`src/rtl/trap_unit.sv`:
```
// -----------------------------------------------------------------------------
// trap_unit
//   Trap entry / mret sequencer for a single-hart machine-mode core. A
//   trap or return request from writeback is accepted in IDLE. The next
//   cycle (COMMIT) pulses the CSR write strobe with the new mstatus, mepc,
//   mcause and mtval values. The cycle after that (REDIRECT) presents the new
//   fetch PC until fetch takes it. The pipeline flush stays asserted from the
//   cycle after acceptance until the redirect handshake completes.
//
// Ports
//   clk, reset_n            clock, asynchronous active-low reset
//   req_valid / req_ready   writeback request handshake (ready only in IDLE)
//   req_excep               trap/return request (enable, mret, mcause, mepc, mtval)
//   csr_mtvec, csr_mepc     current CSR values
//   csr_mstatus             current mstatus
//   csr_we                  one-cycle CSR write strobe
//   epc_we                  qualifies the mepc_o/mcause_o/mtval_o writes (trap only)
//   mstatus_o, mepc_o,
//   mcause_o, mtval_o       new CSR values
//   priv_mode               current privilege mode
//   flush                   pipeline flush request
//   redirect_valid/_pc/_ready  fetch redirect handshake
//
// Build option
//   TRAP_VECTORED_EN  when defined, asynchronous interrupts (mcause[63]=1)
//                     with mtvec.MODE=01 jump to base + 4*cause; otherwise
//                     every trap jumps to the mtvec base.
// -----------------------------------------------------------------------------
package trap_unit_pkg;
  localparam logic [1:0] MODE_U = 2'b00;
  localparam logic [1:0] MODE_M = 2'b11;

  // Standard RV64 mstatus layout; only mie, mpie and mpp are touched here.
  typedef struct packed {
    logic [50:0] upper;   // [63:13] SD, XS, FS, ... passed through unchanged
    logic [1:0]  mpp;     // [12:11]
    logic [1:0]  vs;      // [10:9]
    logic        spp;     // [8]
    logic        mpie;    // [7]
    logic        ube;     // [6]
    logic        spie;    // [5]
    logic        wpri_4;  // [4]
    logic        mie;     // [3]
    logic        wpri_2;  // [2]
    logic        sie;     // [1]
    logic        wpri_0;  // [0]
  } mstatus_t;

  typedef struct packed {
    logic        enable;
    logic        mret;
    logic [63:0] mcause;
    logic [63:0] mepc;
    logic [63:0] mtval;
  } excep_data_t;
endpackage

module trap_unit
  import trap_unit_pkg::*;
#(
  parameter logic [1:0] RESET_MODE = MODE_M
) (
  input  logic        clk,
  input  logic        reset_n,
  input  logic        req_valid,
  output logic        req_ready,
  input  excep_data_t req_excep,
  input  logic [63:0] csr_mtvec,
  input  logic [63:0] csr_mepc,
  input  mstatus_t    csr_mstatus,
  output logic        csr_we,
  output logic        epc_we,
  output mstatus_t    mstatus_o,
  output logic [63:0] mepc_o,
  output logic [63:0] mcause_o,
  output logic [63:0] mtval_o,
  output logic [1:0]  priv_mode,
  output logic        flush,
  output logic        redirect_valid,
  output logic [63:0] redirect_pc,
  input  logic        redirect_ready
);

  localparam logic [1:0] ST_IDLE     = 2'd0;
  localparam logic [1:0] ST_COMMIT   = 2'd1;
  localparam logic [1:0] ST_REDIRECT = 2'd2;

  logic [1:0]  state_q, state_d;
  logic        trap_q, trap_d;          // latched request is a trap (not mret)
  logic [1:0]  priv_tgt_q, priv_tgt_d;  // privilege mode taken in COMMIT
  logic [1:0]  priv_mode_q, priv_mode_d;
  logic        ready_q, ready_d;
  logic        csr_we_q, csr_we_d;
  logic        epc_we_q, epc_we_d;
  mstatus_t    mstatus_q, mstatus_d;
  logic [63:0] mepc_q, mepc_d;
  logic [63:0] mcause_q, mcause_d;
  logic [63:0] mtval_q, mtval_d;
  logic        flush_q, flush_d;
  logic        rvalid_q, rvalid_d;
  logic [63:0] rpc_q, rpc_d;

  logic        accept_s;
  logic [63:0] tvec_base_s;
  logic [63:0] trap_pc_s;

  // mstatus after trap entry: stack mie into mpie, disable, remember mode.
  function automatic mstatus_t trap_entry_mstatus(input mstatus_t old_ms,
                                                  input logic [1:0] old_priv);
    mstatus_t ms;
    ms      = old_ms;
    ms.mpie = old_ms.mie;
    ms.mie  = 1'b0;
    ms.mpp  = old_priv;
    return ms;
  endfunction

  // mstatus after mret: restore mie from mpie, re-arm mpie, drop mpp to U.
  function automatic mstatus_t mret_mstatus(input mstatus_t old_ms);
    mstatus_t ms;
    ms      = old_ms;
    ms.mie  = old_ms.mpie;
    ms.mpie = 1'b1;
    ms.mpp  = MODE_U;
    return ms;
  endfunction

  assign accept_s = (state_q == ST_IDLE) && req_valid &&
                    (req_excep.enable || req_excep.mret);

  // Trap target from the live mtvec; mcause_q holds the accepted trap's cause.
  always_comb begin
    tvec_base_s = csr_mtvec & ~64'd3;
`ifdef TRAP_VECTORED_EN
    if ((csr_mtvec[1:0] == 2'b01) && mcause_q[63]) begin
      // 4*mcause[62:0] truncated to 64 bits
      trap_pc_s = tvec_base_s + {mcause_q[61:0], 2'b00};
    end else begin
      trap_pc_s = tvec_base_s;
    end
`else
    trap_pc_s = tvec_base_s;
`endif
  end

  // Next-state and next-output logic of the IDLE/COMMIT/REDIRECT sequencer.
  always_comb begin
    state_d     = state_q;
    trap_d      = trap_q;
    priv_tgt_d  = priv_tgt_q;
    priv_mode_d = priv_mode_q;
    csr_we_d    = 1'b0;  // strobe: high only for the COMMIT cycle
    epc_we_d    = 1'b0;
    mstatus_d   = mstatus_q;
    mepc_d      = mepc_q;
    mcause_d    = mcause_q;
    mtval_d     = mtval_q;
    flush_d     = flush_q;
    rvalid_d    = rvalid_q;
    rpc_d       = rpc_q;

    case (state_q)
      ST_IDLE: begin
        if (accept_s) begin
          state_d  = ST_COMMIT;
          csr_we_d = 1'b1;
          flush_d  = 1'b1;
          // enable wins over mret when both are set
          if (req_excep.enable) begin
            trap_d     = 1'b1;
            epc_we_d   = 1'b1;
            priv_tgt_d = MODE_M;
            mstatus_d  = trap_entry_mstatus(csr_mstatus, priv_mode_q);
            mepc_d     = req_excep.mepc;
            mcause_d   = req_excep.mcause;
            mtval_d    = req_excep.mtval;
          end else begin
            trap_d     = 1'b0;
            priv_tgt_d = csr_mstatus.mpp;
            mstatus_d  = mret_mstatus(csr_mstatus);
          end
        end else begin
          state_d = ST_IDLE;
        end
      end
      ST_COMMIT: begin
        state_d     = ST_REDIRECT;
        priv_mode_d = priv_tgt_q;
        rvalid_d    = 1'b1;
        rpc_d       = trap_q ? trap_pc_s : csr_mepc;
      end
      ST_REDIRECT: begin
        if (redirect_ready) begin
          state_d  = ST_IDLE;
          rvalid_d = 1'b0;
          flush_d  = 1'b0;
        end else begin
          state_d  = ST_REDIRECT;
          rvalid_d = 1'b1;
        end
      end
      default: begin
        state_d  = ST_IDLE;
        flush_d  = 1'b0;
        rvalid_d = 1'b0;
      end
    endcase

    ready_d = (state_d == ST_IDLE);
  end

  // State and registered outputs; reset abandons any request in flight.
  always_ff @(posedge clk or negedge reset_n) begin
    if (!reset_n) begin
      state_q     <= ST_IDLE;
      trap_q      <= 1'b0;
      priv_tgt_q  <= RESET_MODE;
      priv_mode_q <= RESET_MODE;
      ready_q     <= 1'b1;
      csr_we_q    <= 1'b0;
      epc_we_q    <= 1'b0;
      mstatus_q   <= mstatus_t'(64'd0);
      mepc_q      <= 64'd0;
      mcause_q    <= 64'd0;
      mtval_q     <= 64'd0;
      flush_q     <= 1'b0;
      rvalid_q    <= 1'b0;
      rpc_q       <= 64'd0;
    end else begin
      state_q     <= state_d;
      trap_q      <= trap_d;
      priv_tgt_q  <= priv_tgt_d;
      priv_mode_q <= priv_mode_d;
      ready_q     <= ready_d;
      csr_we_q    <= csr_we_d;
      epc_we_q    <= epc_we_d;
      mstatus_q   <= mstatus_d;
      mepc_q      <= mepc_d;
      mcause_q    <= mcause_d;
      mtval_q     <= mtval_d;
      flush_q     <= flush_d;
      rvalid_q    <= rvalid_d;
      rpc_q       <= rpc_d;
    end
  end

  assign req_ready      = ready_q;
  assign csr_we         = csr_we_q;
  assign epc_we         = epc_we_q;
  assign mstatus_o      = mstatus_q;
  assign mepc_o         = mepc_q;
  assign mcause_o       = mcause_q;
  assign mtval_o        = mtval_q;
  assign priv_mode      = priv_mode_q;
  assign flush          = flush_q;
  assign redirect_valid = rvalid_q;
  assign redirect_pc    = rpc_q;

endmodule

```
`config.mk`:
```
export PLATFORM = sky130hd
export DESIGN_NAME = trap_unit
export DESIGN_NICKNAME = d
export VERILOG_FILES = /design/src/rtl/trap_unit.sv
export SDC_FILE = /design/constraint.sdc
export NUM_CORES = 1
export LEC_CHECK = 0
export BUFFER_PORTS_ARGS = -buffer_cell sky130_fd_sc_hd__buf_4
export CORE_AREA = 10 10 268 270
export DETAILED_ROUTE_END_ITERATION = 7
export DIE_AREA = 0 0 278 280
export PLACE_DENSITY_LB_ADDON = 0.05
export SLEW_MARGIN = 20
export SYNTH_ARGS = -nofsm -noshare
export SYNTH_HDL_FRONTEND = slang
export SYNTH_SLANG_ARGS = --single-unit
```
`constraint.sdc`:
```
create_clock -name clk -period 1.9 [get_ports clk]
set_input_delay 0.475 -clock clk [delete_from_list [all_inputs] [get_ports clk]]
set_output_delay 0.475 -clock clk [all_outputs]
set_load 0.02 [all_outputs]
```
## Word level (Yosys, flattened, before mapping)

Index checks and enable logic that the tools add are counted.
W data, S select, Z words.

- Bitwise operators: 1
- Reduce and logical (&&, ||, !) cells: 8
- Eq/ne operators: 4
- Multiplexer cells: 16

Operators with widths:

| kind | count |
|---|---|
| $mux W64 | 1 |
| $mux W13 | 1 |
| $mux W1 | 9 |
| $pmux W1 S3 | 2 |
| $pmux W2 S3 | 1 |
| $reduce_and A3 Y1 | 2 |
| $logic_not A2 Y1 | 2 |
| $mux W2 | 2 |
| $ne A2 B2 Y1 const B | 2 |
| $eq A2 B1 Y1 const B | 1 |
| $eq A2 B2 Y1 const B | 1 |
| $logic_and A1 B1 Y1 | 2 |
| $reduce_and A2 Y1 | 1 |
| $logic_or A1 B1 Y1 | 1 |
| $not A1 Y1 | 1 |

- Register bits after elaboration: 332
- Logic and storage cells: 54
- Output and inout bits: 327

## Longest topological paths before layout

- Word-level depth: 6
- Mapped depth: 8
- Mapped depth without buffers: 6

## Worst setup path after synthesis

Ideal clock, no wire load.

- Kind: register to register
- From: register state_q[0]
- To: register mepc_q[10], in the netlist mepc_o[10]
- Cell stages (with the launch flop): 8
- Setup slack: 464 ps
- Path buffers: 2
- Arrival time: 1371 ps
- Library setup time: 65 ps
- Path through: dfrtp_1 inv_1 ha_1 nand3_2 buf_2 clkbuf_1 nand2_1 nand2_1

- Longest elaborated chain between the ends: 4

Ends and longest elaborated chain:

| element | RTL line | RTL |
|---|---|---|
| start, declared | 88 | `logic [1:0] state_q, state_d;` |
| start signal, assigned | 230 | `state_q <= state_d;` |
| $logic_not A2 Y1 (*) | 128, 162 |  |
| $logic_and A1 B1 Y1 (2 in series) | 128 | `assign accept_s = (state_q == ST_IDLE) && req_valid &&` |
| $reduce_and A3 Y1 (no line) (*) | -- |  |
| end signal, assigned | 238 | `mepc_q <= mepc_d;` |
| end, declared | 96 | `logic [63:0] mepc_q, mepc_d;` |

Mark *: on every way between the ends. The rest lies on a longest branch, timed or not.
A chain may end at the register's enable or synchronous reset.

## Worst setup path in the final report

- From: register priv_mode_q[1], in the netlist priv_mode[1]
- To: output priv_mode[1]

RTL lines:

| element | RTL line | RTL |
|---|---|---|
| start, declared | 91 | `logic [1:0] priv_mode_q, priv_mode_d;` |
| start signal, assigned | 233 | `priv_mode_q <= priv_mode_d;` |
| end, declared | 77 | `output logic [1:0] priv_mode,` |

No word-level cell between the ends.

==> impl_metrics.yaml <==
power:
  vdd_ir_drop_max_uv: 708
  p_leak_uw: 0.0114
  power.density_cell_area_mw_per_mm2: 1810
  total_power_uw: 38400
global_routing:
  grt_overflow: 0
  grt_start_max_net_pins: 83
  antenna_found_initial: 18
  via_count_of_the_first_global_routing_pass: 12600
  global_route_usage_over_all_layers: 0.162
  grt_first_pass_wirelength_mm: 92.9
place:
  port_buffers: 714
  dp_hpwl_mm: 51.7
  globalplace.congestion: 0.782
  place_area_mm2: 0.0196
  placed_cells: 2944
run:
  timing.max_cap.violations: 0
worst_hold_path:
  worst_hold_startpoint: "req_excep[167]"
  worstHoldPathType: "in2reg"
synthesis:
  ys_ff_latch: 332
  synth.top_cells.by_area: "dfrtp_1 (63%), nand2_1 (22%), mux2i_1 (4.8%), a21oi_1 (2.4%), nor2_1 (1.9%)"
  synth_warnings: 0
  yosysTopAreaCellShare: 0.633
  synth.avg_cell_area_um2: 9.29
  syn_inst: 1393
  synth.yosys.seq_area_share: 0.643
  synthesis.area_mm2: 0.0129
  yosys.cell_types.count: 23
  synth_largest_area_cell: "dfrtp_1"
  synth_nets: 1787
route:
  vias: 11900
  ant_nets: 0
  drt-pass1-iter-count: 4
  drt_iter0_markers: 552
  remaining_drc_errors: 0
  detail_route.vias_per_cell: 3.93
  drt_wl_total_mm: 65.5
  mean_routed_wirelength_per_cell_um: 21.6
timing:
  fmaxAchievable_ghz: 0.574
  finClkSkew_ps: 24.9
  max_slew.worst_pin.slew_ps: 506
  worst_relative_slew_slack: 0.663
  timing.final.max_slew_violations: 0
  hold_viol: 0
  grt_setup_unrepaired: "no"
  fin_tns_setup_ps: 0
  min_period_ps: 1740
  min_period_over_period: 0.917
  finalSetupViolCount: 0
layout:
  drive_gt1_frac: 0.390
  fillers: 7108
  final_common_cell: "nand2_1"
  finalInstanceArea_mm2: 0.0212
  final_net_count: 2512
  instances_no_fill: 3036
  layout.cells.most_common_list: "nand2_1 (764), buf_4 (733), dfrtp_1 (326)"
  syn_to_final_growth_pct: 63.6
  layout.core_utilization: 0.318
critical_path:
  critical_path_buf_inv_count: 1
  critical-path-max-stage-delay_ps: 540
  endpoint_kind: "primary output"
  crit_chain: "buf_4"
  cp_data_required_time_ps: 1420
  crit_path_top_delay_cell: "dfstp_2"
  worstSetupStartpointType: "flip-flop"
  startpoint: "priv_mode[1]"
  data_arrival_at_the_endpoint_of_the_critical_path_ps: 1270
  timing.setup.critical_path_class: "reg2out"
  crit_family: "flip-flops"
  path_max_fanout: 3
  worst_r2r_startpoint: "state_q[1]"
clock_tree:
  cts-root-to-sink-buffers: 3
  cts_max_level: 2
  clkLatencyLatePin_ps: 570
  postCtsSetupBuffers: 0
  clock_tree.root_cell: "clkbuf_16"
  number_of_clock_buffers_inserted_by_tritoncts: 44
  cts_tree: "done"
  tritoncts_num_sinks: 332
  cts.reportedPaths.clkPinSlew_ps: 60
die:
  die_h_um: 280
  die_width_um: 278
  coreArea_mm2: 0.0666
  num_rows: 95
  floorplan.die_area_mm2: 0.0778
  io-pin-count: 717
  floorplan.initialDensity: 0.194
status:
  outcome: "finished clean"
-- cell type report --
cell class / instances / area, um2 / area share
diodes: 11 / 27.5 / 0.00130
well taps: 873 / 1090 / 0.0516
flip-flops and latches: 332 / 8320 / 0.393
clock buffers: 70 / 1380 / 0.0652
clock inverters: 10 / 108 / 0.00508
multi-input cells: 978 / 4280 / 0.202
inverters: 7 / 32.5 / 0.00154
repair buffers: 755 / 5930 / 0.280
-- worst min-delay path: cells and delay by family --
kind | cells | cell delay, ps
and+or+nand+nor | 2 | 80
buffers and inverters | 1 | 70
-- per-stage QoR --
step,hold WS [ps],setup WS (ps)
3_3_place_gp,426,94.8
4_1_cts,44.1,72.9
6_report,89.4,158
2_1_floorplan,179,464
3_5_place_dp,431,83.0
5_1_grt,59.4,88.0
-- cells in the mapped netlist, drive strengths merged --
cell type,n
a211o,1
a21o,1
a21oi,63
a22o,3
buf,58
clkbuf,18
dfrtp,327
dfstp,5
ha,4
inv,7
mux2,2
mux2i,62
nand2,764
nand2b,2
nand3,1
nor2,66
nor2b,1
o211ai,1
o21ai,6
o22a,1
-- final timing paths --
kind                                   end  slack, ps  cells after the start
max                           priv_mode[1]        160                      1
min                           mcause_o[39]         90                      3
max reg2reg                   mstatus_o[7]        250                      6
min reg2reg                  mstatus_o[52]        470                      2
max in group asynchronous  redirect_pc[42]        750                      3
min in group asynchronous        mepc_o[4]        420                      2
-- where the power goes --
group	switching, uW	total, uW	internal [uW]
clock network	3280	8510	5230
logic	10500	17400	6890
registers	1960	12500	10500
total	15800	38400	22600
-- flip-flops by register name (all words and copies together), names as in the netlist --
register        count
mcause_o           64
mepc_o             64
mstatus_o          64
mtval_o            64
redirect_pc        64
priv_mode           2
priv_tgt_q          2
state_q             2
csr_we              1
epc_we              1
flush               1
redirect_valid      1
req_ready           1
trap_q              1
-- layer usage --
metal	vias to the layer above	track usage	part of all wire
met3	88	0.0660	0.089
li1	5785	-	-
met5	-	0	0.0011
met1	5637	0.167	0.35
met4	12	0.0549	0.027
met2	419	0.293	0.53
-- logic make-up (layout without fill, tap and decap cells) --
family          count (synthesis)  after routing  share of synthesized area
fa+ha+maj                       4              4                    0.00387
other cells                     0             11                          0
simple gates                  834            834                      0.243
mux                            64             64                     0.0497
flops                         332            332                      0.643
compound gates                 76             76                     0.0316
buf+inv                        83            842                     0.0290
-- timing repair --
action | 4_1_cts | 5_1_grt
endpoints found under the setup margin | 0 | 2
endpoints found under the hold margin | 27 | 0
hold buffers | 1 | 0
gates resized for setup | 0 | 2
Power figures use the tool's default switching activity.
